[src/rtl/ga25_sdram_arb.sv]
// N-channel read arbiter: edge-triggered client requests share one SDRAM read port,
// one outstanding read at a time, with fixed-priority or round-robin selection.
module ga25_sdram_arb #(
    parameter int                    NUM_CH      = 3,
    parameter int                    ADDR_W      = 22,
    parameter int                    DATA_W      = 32,
    parameter int                    SDR_ADDR_W  = 25,
    parameter logic [SDR_ADDR_W-1:0] BASE_ADDR   = '0,
    parameter bit                    ROUND_ROBIN = 1'b0
) (
    input  logic                       clk,
    input  logic                       reset,
    input  logic [NUM_CH*ADDR_W-1:0]   addr,
    input  logic [NUM_CH-1:0]          req,
    output logic [NUM_CH*DATA_W-1:0]   data,
    output logic [NUM_CH-1:0]          rdy,
    output logic [NUM_CH-1:0]          pending,
    output logic [SDR_ADDR_W-1:0]      sdr_addr,
    output logic                       sdr_req,
    input  logic [DATA_W-1:0]          sdr_data,
    input  logic                       sdr_rdy
);

    localparam int IDX_W = (NUM_CH > 1) ? $clog2(NUM_CH) : 1;

    typedef enum logic {
        IDLE,
        BUSY
    } state_t;

    state_t                  state;
    state_t                  state_next;
    logic [NUM_CH-1:0]       req_d;
    logic [NUM_CH-1:0]       new_edge;
    logic [NUM_CH-1:0]       grant_mask;
    logic [SDR_ADDR_W-1:0]   lat_addr [NUM_CH];
    logic [IDX_W-1:0]        active;
    logic [IDX_W-1:0]        ptr;
    logic [IDX_W-1:0]        ptr_next;
    logic [IDX_W-1:0]        win;
    logic                    win_valid;
    logic                    grant;
    logic                    complete;

    // An edge on an already-pending channel is dropped so the first address wins.
    assign new_edge = req & ~req_d & ~pending;

    // Scan from ptr (round-robin) or from 0 (fixed priority); first pending wins.
    always_comb begin
        int idx;
        idx       = 0;
        win       = '0;
        win_valid = 1'b0;
        for (int j = 0; j < NUM_CH; j++) begin
            idx = ROUND_ROBIN ? ((int'(ptr) + j) % NUM_CH) : j;
            if (!win_valid && pending[idx]) begin
                win_valid = 1'b1;
                win       = idx[IDX_W-1:0];
            end
        end
    end

    always_comb begin
        state_next = state;
        grant      = 1'b0;
        complete   = 1'b0;
        case (state)
            IDLE: begin
                if (win_valid) begin
                    grant      = 1'b1;
                    state_next = BUSY;
                end
            end
            BUSY: begin
                if (sdr_rdy) begin
                    complete   = 1'b1;
                    state_next = IDLE;
                end
            end
            default: state_next = IDLE;
        endcase
    end

    assign grant_mask = grant ? (NUM_CH'(1) << win) : '0;
    assign ptr_next   = (win == IDX_W'(NUM_CH - 1)) ? '0 : win + 1'b1;

    always_ff @(posedge clk) begin
        if (reset) begin
            state <= IDLE;
        end else begin
            state <= state_next;
        end
    end

    always_ff @(posedge clk) begin
        if (reset) begin
            req_d    <= '0;
            pending  <= '0;
            data     <= '0;
            rdy      <= '0;
            sdr_addr <= '0;
            sdr_req  <= 1'b0;
            active   <= '0;
            ptr      <= '0;
            for (int i = 0; i < NUM_CH; i++) begin
                lat_addr[i] <= '0;
            end
        end else begin
            req_d   <= req;
            rdy     <= '0;
            sdr_req <= 1'b0;
            for (int i = 0; i < NUM_CH; i++) begin
                if (new_edge[i]) begin
                    lat_addr[i] <= BASE_ADDR | SDR_ADDR_W'(addr[i*ADDR_W +: ADDR_W]);
                end
            end
            // new_edge never targets the granted channel, so set and clear cannot collide.
            pending <= (pending & ~grant_mask) | new_edge;
            if (grant) begin
                sdr_req  <= 1'b1;
                sdr_addr <= lat_addr[win];
                active   <= win;
                if (ROUND_ROBIN) begin
                    ptr <= ptr_next;
                end
            end
            if (complete) begin
                data[int'(active)*DATA_W +: DATA_W] <= sdr_data;
                rdy[active]                         <= 1'b1;
            end
        end
    end

endmodule

[config.mk]
export PLATFORM = sky130hd
export DESIGN_NAME = ga25_sdram_arb
export DESIGN_NICKNAME = d
export VERILOG_FILES = /design/src/rtl/ga25_sdram_arb.sv
export SDC_FILE = /design/constraint.sdc
export NUM_CORES = 1
export LEC_CHECK = 0
export CAP_MARGIN = 10
export CORE_AREA = 2 2 142 144
export DETAILED_ROUTE_END_ITERATION = 6
export DIE_AREA = 0 0 144 146
export GPL_ROUTABILITY_DRIVEN = 0
export GPL_TIMING_DRIVEN = 0
export PLACE_DENSITY = 0.68
export SLEW_MARGIN = 20
export SYNTH_ARGS = -nofsm -noshare
export SYNTH_HDL_FRONTEND = slang
export SYNTH_SLANG_ARGS = --single-unit
[constraint.sdc]
create_clock -name clk -period 5.7 [get_ports clk]
set_clock_uncertainty 0.15 [all_clocks]
set_input_delay 1.14 -clock clk [delete_from_list [all_inputs] [get_ports clk]]
set_output_delay 1.14 -clock clk [all_outputs]
set_load 0.1 [all_outputs]
==> metrics.md, run 1 <==
| Metric | Value |
|---|---|
| Outcome | `completed` |
| Worst Setup EP | `pending[1]` |
| Power Density | `approximately 330 nW/um^2` |
| R2R Path End | `data[25]` |
| Reg2reg start | `active[0]` |
| GR Overflow Total | `0` |
| Via count | `between 5,000 and 6,000` |
| Post-Syn Area per Cell | `approximately 11 sq um` |
| R2R cell count | `6` |
| Final Hold Viols | `0` |
| Synth Instances | `687` |
| Antenna Cells | `0` |
| Cell Rows | `51` |
| Tmin final | `about 3400 ps` |
| Largest net degree at the start of global routing | `23` |
| Die extent in x | `roughly 140 um` |
| Post-DP HPWL | `about 15 mm` |
| CTS tree | `done` |
| P&R area growth vs syn | `42.0%` |
| Worst min path class | `reg2reg` |
| Vias per cell | `4.87` |
| CP Class | `reg2out` |
| Hold path startpoint | `data[81]` |
| Chip height | `roughly 150 um` |
| Ordered cell list for the critical path | `clkdlybuf4s50_1` |
| Clock slew at reported path FFs | `about 70 ps` |
| Yosys cell types | `38` |
| VDD IR max | `194 uV` |
| Clock Sinks | `between 150 and 200` |
| RSZ-0062 raised after global routing | `false` |
| First-pass GRT wire length | `30.6 mm` |
| Slew headroom | `29.5%` |
| Leak | `between 3 and 4 nW` |
| Sequential standard cell area | `between 4000 and 5000 sq um` |
| NumNets Final | `about 1,000` |
| CP max-delay cell | `clkdlybuf4s50_1` |
| Fmax | `292 MHz` |
| Worst skew pair latency | `~440 ps` |
| Delay of the slowest critical-path stage | `roughly 1200 ps` |
| CTS resizes | `0` |
| Final period util | `between 60% and 70%` |
| Synth area leaders | `dfxtp_1, edfxtp_1, a22o_1` |
| Least-Margin Pin Slew | `between 1000 and 1500 ps` |
| # Post-CTS Setup Buffers | `0` |
| CTS Hold Bufs | `0` |
| Multi-input gate area | `~2800 sq um` |
| Number of fill cells | `1,684` |
| R2R Setup Slk | `approximately 3300 ps` |
| Crit path max-delay family | `buffers and inverters` |
| GRT Util Overall | `between 10% and 20%` |
| # IOs | `232` |
| Die area | `~21,000 sq um` |
| Crit path from | `pending[1]` |
| Fraction of layout cells with a size suffix above 1 | `9.08%` |
| Drt first pass iters | `4` |
| Share of the synthesized area in the top cell type | `roughly a third` |
| Stages on worst setup path | `1` |
| TritonCTS buffer count | `17` |
| Commonest cells after routing, fill and taps aside | `clkdlybuf4s50_1, dfxtp_1, nand2_1` |
| Arrival time at the worst endpoint | `2130 ps` |
| Clk root buf | `clkbuf_16` |
| DRT iter0 DRCs | `approximately 310` |
| H-Tree Depth | `4` |
| Max Slew Vio Count | `0` |
| Most common cell after layout, fill and taps aside | `clkdlybuf4s50_1` |
| Cell taking the most area after synthesis | `dfxtp_1` |
| Routed WL | `20.0 mm` |
| Post-DRT Antenna Nets | `0` |
| Worst EP required | `between 4000 and 5000 ps` |
| Final setup vio count | `0` |
| Dpl cells | `around 1,200` |
| WL/cell | `around 16 um` |
| Core Area | `~19,000 sq um` |
| Element type at the critical path end | `output pin` |
| Layout Cells excl Fill | `between 1,000 and 1,500` |
| IO Port Bufs | `about 230` |
| Final setup TNS | `0 ps` |
| Seq/Total Area, Yosys | `59.7%` |
| #FFs+latches synth | `just under 200` |
| CP max FO | `7` |
| Post-route DRC | `0` |
| Worst path bufs/invs | `1` |
| Maxcap violations | `0` |
| CP Launch Type | `flip-flop` |
| Initial antenna violation count | `0` |
| Starting density of the core | `between 30% and 40%` |
| CTS max path bufs | `2` |
| Mapped Area | `roughly 7700 sq um` |
| Vias in the first global route | `5,667` |
| Synth warnings | `0` |
-- cells by family after synthesis --
kind of cell / Yosys count / synth area share (%)
DFF: 197 / 59.7
and+or+nand+nor: 238 / 16.7
other: 1 / 0.0486
adders and majority gates: 6 / 0.973
AOI/OAI and AO/OA: 177 / 18.0
buffers and inverters: 68 / 4.54
-- flip-flops by register name, summed over array words and instances (netlist names) --
name / cells
data: 96
sdr_req: 1
req_d: 3
rdy: 3
sdr_addr: 22
state: 1
active: 2
lat_addr: 66
pending: 3
-- how the worst min path moves through the flow --
stage               slack, ps  cells past startpoint       end
detailed placement        290                      2  data[74]
CTS                       300                      2  data[74]
global placement          290                      2  data[77]
floorplan                 360                      2    rdy[0]
global route              310                      2  data[74]
finish                    300                      2  data[81]
-- where the power goes --
| group | internal (mW) | switching [mW] |
|---|---|---|
| registers | 1.55 | 0.0417 |
| clock network | 0.713 | 0.563 |
| logic | 0.238 | 0.505 |
-- synth_stat cells --
cell type / n
a211oi_1: 2
a21o_1: 22
a21oi_1: 64
a22o_1: 59
a311oi_1: 3
a311oi_2: 19
a31oi_1: 1
a31oi_2: 1
a32oi_1: 2
and2_1: 67
and3_1: 3
and3b_1: 2
buf_1: 4
buf_2: 14
buf_4: 4
buf_6: 8
clkbuf_1: 32
clkbuf_2: 2
conb_1: 1
dfxtp_1: 131
edfxtp_1: 66
ha_1: 6
inv_1: 4
nand2_1: 80
nand2b_1: 4
nand3_1: 39
nand3b_1: 22
nor2_1: 6
nor2b_1: 4
nor3b_1: 4
nor4b_2: 2
o21ai_0: 2
o21bai_1: 1
o31a_1: 1
or2_2: 1
or3_1: 1
or3b_1: 2
or3b_2: 1
-- layout make-up --
cell class / instances / area share, %
Multi-Input combinational cell: 424 / 25.3
Clock inverter: 15 / 1.90
Clock buffer: 17 / 3.88
Inverter: 4 / 0.137
Buffer: 64 / 3.06
Sequential cell: 197 / 42.0
Timing Repair Buffer: 226 / 20.7
Tap cell: 265 / 3.03
-- routing by layer --
metal / global-route usage (%) / routed length (um) / up-vias
li1: - / - / 2961
met5: 0 / 0 / -
met3: 4.90 / 1380 / 24
met4: 6.37 / 416 / 0
met2: 30.2 / 9260 / 204
met1: 25.2 / 8910 / 2714
-- tightest hold or removal path: cells and delay by family, from the launching register on --
family           cells  cell delay [ps]
flip-flops           1              310
AND/OR/NAND/NOR      1               50
AO/OA/AOI/OAI        1               50
-- stage by stage --
step           power (mW)  instance area, sq um  setup slack (ps)  hold slack (ps)  utilization [%]
6_report             3.61                 11000              2280              300             56.6
5_1_grt              3.73                 11000              2220              315             56.6
4_1_cts              3.64                 10900              2250              302             56.6
3_5_place_dp         2.37                 10300              2220              292             53.3
3_3_place_gp         2.36                 10300              2210              287             53.3
2_1_floorplan        2.13                  7720              2780              364                -
Power figures use the tool's default switching activity.
==> run 2: changes to the inputs <==
--- a/config.mk
+++ b/config.mk
@@ -11,7 +11,7 @@
 export DIE_AREA = 0 0 144 146
 export GPL_ROUTABILITY_DRIVEN = 0
 export GPL_TIMING_DRIVEN = 0
-export PLACE_DENSITY = 0.68
+export PLACE_DENSITY = 0.71
 export SLEW_MARGIN = 20
 export SYNTH_ARGS = -nofsm -noshare
 export SYNTH_HDL_FRONTEND = slang
==> constraint.sdc (replaced) <==
create_clock -name clk -period 3 [get_ports clk]
set_clock_uncertainty 0.15 [all_clocks]
set_input_delay 0.6 -clock clk [delete_from_list [all_inputs] [get_ports clk]]
set_output_delay 0.6 -clock clk [all_outputs]
set_load 0.1 [all_outputs]
==> run 2 against run 1 <==
  * Wire length rose by 0.40%
  * Via count rose by 0.36%
  * Critical path depth did not move
  * Highest routed layer unchanged
  * Die area did not move
  * Worst hold slack improved by 1.5 ps
  * First-iteration DRC count fell by 24%
  * Cell area fell by 0.64%
  * Global-route usage barely moved
==> metrics.md, run 2 (same netlist as run 1, synthesis figures left out) <==
| Metric | Value |
|---|---|
| Outcome | `completed` |
| R2R Setup Slk | `560 ps (-2730 ps)` |
| Ordered cell list for the critical path | `clkdlybuf4s50_1` |
| Worst Setup EP | `pending[1]` |
| Fmax | `about 350 MHz` |
| Final Hold Viols | `0 (unchanged)` |
| Reg2reg start | `active[0]` |
| Int Pwr | `4.56 mW (+83%)` |
| CTS tree | `done` |
| Cell Rows | `51 (unchanged)` |
| Crit path from | `pending[1]` |
| Grt met2 use | `30.7% (+0.52 points)` |
| Final setup vio count | `0 (unchanged)` |
| # IOs | `232 (unchanged)` |
| Vias per cell | `4.88 (+0.27%)` |
| Crit path max-delay family | `buffers and inverters` |
| R2R Path End | `data[27]` |
| Worst min path class | `reg2reg` |
| RSZ-0062 raised after global routing | `false` |
| Switching Share | `31.4% (+0.59 points)` |
| CTS resizes | `0 (unchanged)` |
| Commonest cells after routing, fill and taps aside | `clkdlybuf4s50_1, dfxtp_1, nand2_1` |
| Final period util | `a little over nine tenths` |
| IO Port Bufs | `226 (unchanged)` |
| # Post-CTS Setup Buffers | `0 (unchanged)` |
| Worst skew pair latency | `420 ps (-20 ps)` |
| Largest net degree at the start of global routing | `23 (unchanged)` |
| GR Overflow Total | `0 (unchanged)` |
| Core Area | `19,300 sq um (unchanged)` |
| Post-DP HPWL | `15.4 mm (+1.0%)` |
| Die area | `21,000 sq um (unchanged)` |
| Worst path bufs/invs | `1 (unchanged)` |
| Clock slew at reported path FFs | `60 ps (about the same)` |
| Post-route DRC | `0 (unchanged)` |
| Via count | `5,924 (+0.36%)` |
| Total power | `6.64 mW (+84%)` |
| R2R cell count | `6 (unchanged)` |
| CP Class | `reg2out` |
| Power Density | `610 nW/um^2 (+85%)` |
| Slew headroom | `28.8% (-0.78 points)` |
| Register share of total power | `45.5% (+1.5 points)` |
| NumNets Final | `1,044 (unchanged)` |
| Maxcap violations | `0 (unchanged)` |
| Vias in the first global route | `5,640 (-0.48%)` |
| Final setup TNS | `0 ps (unchanged)` |
| Element type at the critical path end | `output pin` |
| CP max-delay cell | `clkdlybuf4s50_1` |
| Number of fill cells | `1,652 (-1.9%)` |
| Delay of the slowest critical-path stage | `1220 ps (about the same)` |
| Routing usage on met1 | `25.3% (+0.16 points)` |
| Met3 Resource Use GR | `3.95% (-0.95 points)` |
| WL/cell | `16.5 um (+0.31%)` |
| Stages on worst setup path | `1 (unchanged)` |
| Net switching power | `2.08 mW (+88%)` |
| H-Tree Depth | `4 (unchanged)` |
| Drt first pass iters | `5 (+1)` |
| Top flop regs | `data: 96 flops, lat_addr: 66 flops, sdr_addr: 22 flops` |
| Clock Sinks | `197 (unchanged)` |
| VDD IR max | `354 uV (+83%)` |
| GRT Util Overall | `19.0% (-0.027 points)` |
| DRT iter0 DRCs | `239 (-24%)` |
| Least-Margin Pin Slew | `1070 ps (+15.0 ps)` |
| CP max FO | `7 (unchanged)` |
| Worst EP required | `2250 ps (-2160 ps)` |
| Most common cell after layout, fill and taps aside | `clkdlybuf4s50_1` |
| Routed WL | `20.0 mm (+0.40%)` |
| CTS Hold Bufs | `0 (unchanged)` |
| Worst hold slack | `302 ps (+1.46 ps)` |
| Fraction of layout cells with a size suffix above 1 | `8.55% (-0.53 points)` |
| Chip height | `146 um (unchanged)` |
| Multi-input gate area | `2770 sq um (-0.18%)` |
| Initial antenna violation count | `1 (+1)` |
| Die extent in x | `144 um (unchanged)` |
| Arrival time at the worst endpoint | `2120 ps (about the same)` |
| Starting density of the core | `39.9% (unchanged)` |
| Number of flip-flops in the largest register | `96 (unchanged)` |
| Post-DRT Antenna Nets | `0 (unchanged)` |
| Combinational power share | `21.1% (+0.5 points)` |
| TritonCTS buffer count | `17 (unchanged)` |
| Reg with most FFs | `data` |
| Clock Power Share | `33.4% (-2.0 points)` |
| First-pass GRT wire length | `30.9 mm (+0.79%)` |
| CTS max path bufs | `2 (unchanged)` |
| Leak | `3.89 nW (-0.89%)` |
| GRT busiest layer | `met2` |
| Sequential standard cell area | `4600 sq um (unchanged)` |
| Tmin final | `2870 ps` |
| Clk root buf | `clkbuf_16` |
| Max Slew Vio Count | `0 (unchanged)` |
| CP Launch Type | `flip-flop` |
| P&R area growth vs syn | `41.1%` |
## run 2: cell count changes in the layout (fill, tap and decap cells not counted)
cell       before  now
clkinv_1        0    2
bufinv_16       3    1
nand2b_1        2    4
clkbuf_1       32   33
inv_6           3    6
nand2b_2        2    0
diode_2         0    1
inv_8           6    2
## run 2: power groups by stage
stage	sequential (mW)	clock, mW	combinational (mW)
final	3.02	2.22	1.40
after global placement	3.08	0	1.40
after floorplan	3.59	0	0.460
after CTS	3.02	2.25	1.41
after global routing	3.04	2.35	1.48
after detailed placement	3.08	0	1.41
## run 2: per-stage QoR
step | area, sq um | setup WS, ps | cells | util, %
global route | 10900 | 59.8 | 1213 | 56.3
floorplan | 7720 | 621 | 689 | -
detailed placement | 10300 | 65.8 | 1180 | 53.3
CTS | 10900 | 110 | 1212 | 56.3
finish | 10900 | 130 | 1213 | 56.3
global placement | 10300 | 87.2 | 1180 | 53.3
## run 2: layout make-up
class	instances	area share [%]
multi-input combinational	424	25.4
inverter	4	0.138
sequential	197	42.3
buffer	64	3.08
tap	265	3.05
clock inverter	14	1.25
clock buffer	18	3.94
antenna	1	0.0230
timing repair buffer	226	20.8
## run 2: metal layers
layer / vias to the layer above / part of all wire [%] / wire length, um
li1: 2964 / - / -
met1: 2743 / 44 / 8910
met2: 197 / 47 / 9470
met3: 20 / 6.9 / 1380
met4: 0 / 1.4 / 287
met5: - / 0 / 0
## run 2: worst min-delay path: stages, from the launching register on
cell and delay [ps]:
dfxtp_1 310, nand2_1 50, a21oi_1 50
## run 2: worst min-delay path by stage
stage               startpoint        to  slack [ps]  depth (start not counted)
floorplan                state    rdy[0]         360                          2
global placement      data[75]  data[75]         290                          2
detailed placement    data[66]  data[66]         290                          2
CTS                   data[66]  data[66]         300                          2
global route          data[66]  data[66]         320                          2
finish                data[83]  data[83]         300                          2
